==> config.mk <==
export PLATFORM = sky130hd
export DESIGN_NAME = melody_sequencer
export DESIGN_NICKNAME = d
export VERILOG_FILES = /design/src/rtl/melody_sequencer_pkg.sv /design/src/rtl/melody_sequencer_tune_rom.sv /design/src/rtl/melody_sequencer.sv
export SDC_FILE = /design/constraint.sdc
export NUM_CORES = 1
export LEC_CHECK = 0
export ABC_AREA = 1
export CAP_MARGIN = 20
export CORE_ASPECT_RATIO = 1.5
export CORE_MARGIN = 4
export CORE_UTILIZATION = 53
export CTS_CLUSTER_DIAMETER = 50
export CTS_CLUSTER_SIZE = 8
export DETAILED_ROUTE_END_ITERATION = 7
export HOLD_SLACK_MARGIN = 0.12
export PLACE_DENSITY = 0.75
export SYNTH_ARGS = -nofsm -noshare
export SYNTH_HDL_FRONTEND = slang
export SYNTH_SLANG_ARGS = --single-unit
==> constraint.sdc <==
create_clock -name clk -period 1.7 [get_ports clk]
set_input_delay 0.34 -clock clk [delete_from_list [all_inputs] [get_ports clk]]
set_output_delay 0.34 -clock clk [all_outputs]
set_load 0.01 [all_outputs]
==> src/rtl/melody_sequencer_pkg.sv <==
// Shared definitions for the melody sequencer and the buzzer stage:
// note codes, tune IDs, ROM entry layout and sequencer state encoding.
package melody_sequencer_pkg;

  localparam int NOTE_W  = 4;
  localparam int LEN_W   = 4;
  localparam int ENTRY_W = NOTE_W + LEN_W;
  localparam int IDX_W   = 3;
  localparam int TUNE_W  = 2;

  localparam logic [NOTE_W-1:0] NOTE_REST = 4'd0;
  localparam logic [NOTE_W-1:0] NOTE_C6   = 4'd1;
  localparam logic [NOTE_W-1:0] NOTE_D6   = 4'd2;
  localparam logic [NOTE_W-1:0] NOTE_E6   = 4'd3;
  localparam logic [NOTE_W-1:0] NOTE_F6   = 4'd4;
  localparam logic [NOTE_W-1:0] NOTE_G6   = 4'd5;
  localparam logic [NOTE_W-1:0] NOTE_B6   = 4'd6;
  localparam logic [NOTE_W-1:0] NOTE_C7   = 4'd7;
  localparam logic [NOTE_W-1:0] NOTE_G5   = 4'd8;
  localparam logic [NOTE_W-1:0] NOTE_F4   = 4'd9;
  localparam logic [NOTE_W-1:0] NOTE_B3   = 4'd10;

  localparam logic [TUNE_W-1:0] TUNE_DROP    = 2'd0;
  localparam logic [TUNE_W-1:0] TUNE_WIN     = 2'd1;
  localparam logic [TUNE_W-1:0] TUNE_LOSE    = 2'd2;
  localparam logic [TUNE_W-1:0] TUNE_INVALID = 2'd3;

  typedef enum logic [1:0] {
    ST_IDLE = 2'd0,
    ST_PLAY = 2'd1,
    ST_GAP  = 2'd2
  } state_t;

  // ROM entries are {note, len}; len == 0 marks the end of a tune.
  function automatic logic [ENTRY_W-1:0] rom_entry(input logic [NOTE_W-1:0] n,
                                                   input logic [LEN_W-1:0]  len);
    return {n, len};
  endfunction

endpackage

==> src/rtl/melody_sequencer_tune_rom.sv <==
// Combinational tune table: (tune, idx) -> {note, len}.
// Any address past a tune's listed notes reads as the end marker.
module melody_sequencer_tune_rom
  import melody_sequencer_pkg::*;
(
  input  logic [TUNE_W-1:0]  i_tune,
  input  logic [IDX_W-1:0]   i_idx,
  output logic [ENTRY_W-1:0] o_entry
);

  always_comb begin
    o_entry = '0;
    case (i_tune)
      TUNE_DROP: begin
        case (i_idx)
          3'd0:    o_entry = rom_entry(NOTE_G5, 4'd4);
          3'd1:    o_entry = rom_entry(NOTE_C6, 4'd4);
          default: o_entry = '0;
        endcase
      end
      TUNE_WIN: begin
        case (i_idx)
          3'd0:    o_entry = rom_entry(NOTE_C6, 4'd8);
          3'd1:    o_entry = rom_entry(NOTE_E6, 4'd8);
          3'd2:    o_entry = rom_entry(NOTE_G6, 4'd8);
          3'd3:    o_entry = rom_entry(NOTE_C7, 4'd15);
          default: o_entry = '0;
        endcase
      end
      TUNE_LOSE: begin
        case (i_idx)
          3'd0:    o_entry = rom_entry(NOTE_G5, 4'd10);
          3'd1:    o_entry = rom_entry(NOTE_F4, 4'd10);
          3'd2:    o_entry = rom_entry(NOTE_B3, 4'd15);
          default: o_entry = '0;
        endcase
      end
      default: begin
        case (i_idx)
          3'd0:    o_entry = rom_entry(NOTE_B3, 4'd6);
          3'd1:    o_entry = rom_entry(NOTE_REST, 4'd3);
          3'd2:    o_entry = rom_entry(NOTE_B3, 4'd6);
          default: o_entry = '0;
        endcase
      end
    endcase
  end

endmodule

==> src/rtl/melody_sequencer.sv <==
// Plays a ROM tune to the buzzer: note/enable per entry for len ticks, silent gaps,
// done pulse at the end marker. Define MELODY_PREEMPT_EN to let start abort a running tune.
module melody_sequencer
  import melody_sequencer_pkg::*;
#(
  parameter int CLK_FREQ  = 25_000_000,
  parameter int TICK_HZ   = 100,
  parameter int GAP_TICKS = 1
) (
  input  logic              clk,
  input  logic              rst_n,
  input  logic              start,
  input  logic [TUNE_W-1:0] tune_sel,
  output logic [NOTE_W-1:0] note,
  output logic              enable,
  output logic              busy,
  output logic              done,
  output logic [1:0]        o_dbg_state
);

  localparam int                DIV      = CLK_FREQ / TICK_HZ;
  localparam int                PRE_W    = (DIV > 1) ? $clog2(DIV) : 1;
  localparam logic [PRE_W-1:0]  PRE_LAST = PRE_W'(DIV - 1);
  localparam logic [LEN_W-1:0]  GAP_LEN  = LEN_W'(GAP_TICKS);
  localparam logic [IDX_W-1:0]  IDX_LAST = '1;

  state_t              r_state, w_state_nxt;
  logic [TUNE_W-1:0]   r_tune, w_tune_nxt;
  logic [IDX_W-1:0]    r_idx, w_idx_nxt;
  logic [PRE_W-1:0]    r_pre, w_pre_nxt;
  logic [LEN_W-1:0]    r_ticks, w_ticks_nxt;
  logic [LEN_W-1:0]    r_len, w_len_nxt;
  logic [NOTE_W-1:0]   r_note, w_note_nxt;
  logic                r_enable, w_enable_nxt;
  logic                r_busy, w_busy_nxt;
  logic                r_done, w_done_nxt;

  logic                w_accept;
  logic                w_tick;
  logic                w_fetch;
  logic [TUNE_W-1:0]   w_rom_tune;
  logic [IDX_W-1:0]    w_rom_idx;
  logic [ENTRY_W-1:0]  w_entry;
  logic [NOTE_W-1:0]   w_entry_note;
  logic [LEN_W-1:0]    w_entry_len;

`ifdef MELODY_PREEMPT_EN
  assign w_accept = start;
`else
  assign w_accept = start && (r_state == ST_IDLE);
`endif

  // The ROM is addressed with entry 0 of the requested tune on acceptance,
  // otherwise with the entry following the current one.
  assign w_tick       = (r_pre == PRE_LAST);
  assign w_rom_tune   = w_accept ? tune_sel : r_tune;
  assign w_rom_idx    = w_accept ? '0 : ((r_idx == IDX_LAST) ? r_idx : r_idx + 1'b1);
  assign w_entry_note = w_entry[ENTRY_W-1 -: NOTE_W];
  assign w_entry_len  = w_entry[LEN_W-1:0];

  melody_sequencer_tune_rom u_rom (
    .i_tune  (w_rom_tune),
    .i_idx   (w_rom_idx),
    .o_entry (w_entry)
  );

  always_comb begin
    w_state_nxt  = r_state;
    w_tune_nxt   = r_tune;
    w_idx_nxt    = r_idx;
    w_pre_nxt    = r_pre;
    w_ticks_nxt  = r_ticks;
    w_len_nxt    = r_len;
    w_note_nxt   = r_note;
    w_enable_nxt = r_enable;
    w_busy_nxt   = r_busy;
    w_done_nxt   = 1'b0;
    w_fetch      = 1'b0;

    case (r_state)
      ST_PLAY: begin
        if (w_tick) begin
          w_pre_nxt = '0;
          if (r_ticks + 4'd1 == r_len) begin
            w_ticks_nxt = '0;
            if (GAP_LEN == 4'd0) begin
              w_fetch = 1'b1;
            end else begin
              w_state_nxt  = ST_GAP;
              w_enable_nxt = 1'b0;
            end
          end else begin
            w_ticks_nxt = r_ticks + 4'd1;
          end
        end else begin
          w_pre_nxt = r_pre + 1'b1;
        end
      end
      ST_GAP: begin
        if (w_tick) begin
          w_pre_nxt = '0;
          if (r_ticks + 4'd1 == GAP_LEN) begin
            w_ticks_nxt = '0;
            w_fetch     = 1'b1;
          end else begin
            w_ticks_nxt = r_ticks + 4'd1;
          end
        end else begin
          w_pre_nxt = r_pre + 1'b1;
        end
      end
      default: ;
    endcase

    if (w_fetch) begin
      w_pre_nxt   = '0;
      w_ticks_nxt = '0;
      if (w_entry_len == 4'd0) begin
        w_state_nxt  = ST_IDLE;
        w_idx_nxt    = '0;
        w_note_nxt   = NOTE_REST;
        w_enable_nxt = 1'b0;
        w_busy_nxt   = 1'b0;
        w_done_nxt   = 1'b1;
      end else begin
        w_state_nxt  = ST_PLAY;
        w_idx_nxt    = w_rom_idx;
        w_len_nxt    = w_entry_len;
        w_note_nxt   = w_entry_note;
        w_enable_nxt = (w_entry_note != NOTE_REST);
      end
    end

    // Acceptance overrides any fetch, which also drops the aborted tune's done pulse.
    if (w_accept) begin
      w_state_nxt  = ST_PLAY;
      w_tune_nxt   = tune_sel;
      w_idx_nxt    = '0;
      w_pre_nxt    = '0;
      w_ticks_nxt  = '0;
      w_len_nxt    = w_entry_len;
      w_note_nxt   = w_entry_note;
      w_enable_nxt = (w_entry_note != NOTE_REST);
      w_busy_nxt   = 1'b1;
      w_done_nxt   = 1'b0;
    end
  end

  always_ff @(posedge clk) begin
    if (!rst_n) begin
      r_state  <= ST_IDLE;
      r_tune   <= '0;
      r_idx    <= '0;
      r_pre    <= '0;
      r_ticks  <= '0;
      r_len    <= '0;
      r_note   <= NOTE_REST;
      r_enable <= 1'b0;
      r_busy   <= 1'b0;
      r_done   <= 1'b0;
    end else begin
      r_state  <= w_state_nxt;
      r_tune   <= w_tune_nxt;
      r_idx    <= w_idx_nxt;
      r_pre    <= w_pre_nxt;
      r_ticks  <= w_ticks_nxt;
      r_len    <= w_len_nxt;
      r_note   <= w_note_nxt;
      r_enable <= w_enable_nxt;
      r_busy   <= w_busy_nxt;
      r_done   <= w_done_nxt;
    end
  end

  assign note        = r_note;
  assign enable      = r_enable;
  assign busy        = r_busy;
  assign done        = r_done;
  assign o_dbg_state = r_state;

endmodule
==> summary.txt <==
Run status
  – Status: complete, but fails checks
  – Failing checks: setup timing

Cells and area
  – Area grow syn2layout: 52.7%
  – Most common cell after layout, fill and taps aside: buf_4
  – Layout fillers: 232
  – Layout Nets: ~460
  – Final instance area: around 3600 um^2
  – Most frequent cells in the layout: 63 x buf_4, 60 x nand2_1, 38 x nor2_1
  – ANT cells: 0
  – Layout cells sized above 1: 0.438

Worst setup path
  – Endpoint type of the worst setup path: flip-flop
  – Most used cell, CP: nand2_2
  – Worst-path maximum fanout: 5
  – CP Data Required Time: around 1900 ps
  – Crit Path Category: reg -> reg
  – Worst path max stage delay: 390 ps
  – CP cell instances: ha_2 > nand2_1 > nand2_2 > nand3_4 > nand2_2 > nand2_2 > a21oi_1 > nand2_1 > nand2_1 > nand3_2 > nand2_2 > inv_2
  – Critical Path Start Type: flip-flop
  – Critical Path AT: roughly 2200 ps
  – Critical path's slowest cell: dfxtp_1

Detailed routing
  – Via density: around 5.7
  – Starting DRT DRC Count: about 250
  – DR DRC count: 0
  – WL/cell: about 17 um
  – First-pass DRT Iterations: 4
  – Post-Route WL: around 8000 um
  – Remaining antenna violation count: 0
  – Overall via count from detail_route: 2817

Timing
  – Fmax: 516 MHz
  – # setup viols final: 17
  – Final hold violations: 0
  – RSZ-0062 raised after global routing: yes
  – Slew at the pin closest to its max-slew limit: between 300 and 400 ps
  – Tcrit/Tclk final: 1.14
  – Final setup TNS: -1930 ps
  – Clock Skews: about 19 ps
  – Setup WS post-layout: -237 ps
  – Slew HR: 0.761
  – Max-slew violations: 0
  – Final min period: 1940 ps

Clock tree
  – Skew-Pair Late Insertion Delay: about 310 ps
  – Worst-path clk slew: about 100 ps
  – H-Tree Depth: 2
  – TritonCTS buffer count: 5
  – Clock Root Buffer: clkbuf_8
  – Clock net sink count: 40
  – Max clock buf depth: 2
  – CTS tree: done
  – Hold Buf Count CTS: 0

Placed design
  – Detailed placement HPWL: approximately 4700 um
  – Final GP Congestion: just under 1
  – Port bufs: 13
  – Post-Place Worst Slack: -444 ps
  – Placed Instance Area: about 3000 um^2

Logic synthesis
  – Syn avg cell area: between 6 and 7 um^2
  – Flops & latches, synth: 40
  – Post-Syn Area: approximately 2400 um^2
  – Synth Instances: about 360
  – Sequential cell area fraction in the yosys report: 0.338
  – Synth Flop Type: dfxtp_1
  – Synth cell types: 32
  – Post-synth ARST share: 0
  – Post-synth EDFFs: 0
  – Yosys Warn Count: 0
  – Post-synth net total: 371

Die
  – Core area: between 4000 and 5000 um^2
  – I/O pin count: 14
  – Starting Density: 0.554
  – Die height: between 80 and 90 um
  – Rows: 29
  – Die X: between 60 and 70 um
  – Die area: roughly 5600 um^2

Global route
  – Largest net degree at the start of global routing: 14
  – Initial antenna violation count: 0
  – Global Route Usage Sum: 0.244
  – Grt total ovfl: 0
  – Vias in the first global route: about 2600
  – First-pass GRT wire length: between 10000 and 15000 um

Power and ir drop
  – VDD IR max: about 0.00055 V
  – Power per cell area: approximately 660 nW/um^2
  – Pwr Total: about 2400 uW
  – Leak pwr: about 0.0014 uW

Worst hold path
  – Min-delay worst type: reg -> reg

Flow run
  – Maxcap violations: 0
-- worst paths after layout --
kind | from | endpoint | slack (ps) | cells after the start
max | r_idx[0] | enable | -240 | 12
max reg2reg | r_idx[0] | enable | -240 | 12
min reg2reg | note[0] | note[0] | 470 | 2
min | note[0] | note[0] | 470 | 2
-- critical path, delay by kind of cell, from the launching register on --
kind | cells | cell delay, ps
compound gates | 1 | 270
simple gates | 9 | 920
flops | 1 | 390
buf+inv | 1 | 40
fa+ha+maj | 1 | 250
-- synthesized netlist by cell type (2+ instances only) --
cell type  count  area (um^2)
dfxtp_1       40          801
nand4_1        8         50.1
nand2_4        3         33.8
ha_1           7         87.6
nor2_2         4         25.0
nor3_1        13         65.1
nand3_1       35          175
a21oi_1       23          115
buf_6          2         22.5
o211ai_1       2         15.0
nand3_2        2         20.0
buf_4          2         15.0
nand2_2        7         43.8
xor2_1         8         70.1
o21ai_0        2         10.0
inv_2          3         11.3
nor2_1        55          206
nor2_4         2         22.5
nand3b_1       2         15.0
inv_1         49          184
nand2_1       79          297
-- layer usage --
metal  part of all wire  up-vias  global-route usage  routed length, um
met5                  0        -                   0                  0
met4              0.057        0               0.110                472
met3              0.046       45              0.0387                381
met2               0.54      121               0.490               4480
met1               0.35     1333               0.235               2880
li1                   -     1318                   -                  -
-- through the flow --
step                 util  hold slack (ps)  cells
floorplan               -              438    359
global placement    0.701              446    474
detailed placement  0.701              456    474
CTS                 0.761              469    486
global route        0.846              501    493
finish              0.846              468    493
-- report_power, final --
part	internal, uW	leakage (uW)	total (uW)	switching (uW)
Sequential	966	0.000331	993	26.6
Clock	435	0.0000541	813	378
Combinational	258	0.00104	590	333
-- state kept, by name, indices dropped and copies added, names as in the netlist --
register,count
o_dbg_state,2
r_ticks,4
r_tune,2
enable,1
note,4
busy,1
r_len,4
r_idx,3
r_pre,18
done,1
-- kinds of logic after synthesis --
logic type | Yosys count | synth area share
fa+ha+maj | 7 | 0.0369
flops | 40 | 0.338
xor+xnor | 8 | 0.0296
buf+inv | 58 | 0.101
compound gates | 33 | 0.0813
simple gates | 213 | 0.413
-- what timing repair did --
| item | CTS | global route |
|---|---|---|
| cloned | 1 | 2 |
| buffers inserted | 3 | 5 |
| pin swaps | 14 | 26 |
| resized for setup | 32 | 86 |
| endpoints found under the setup margin | 25 | 38 |
-- layout make-up --
class / instances / area [um^2] / area share
clock buffer: 5 / 68.8 / 0.0190
clock inverter: 3 / 42.5 / 0.0117
inverter: 53 / 209 / 0.0577
multi-input combinational: 263 / 1720 / 0.476
sequential: 40 / 822 / 0.227
tap: 46 / 57.6 / 0.0159
timing repair buffer: 83 / 698 / 0.193
Power figures use the tool's default switching activity.
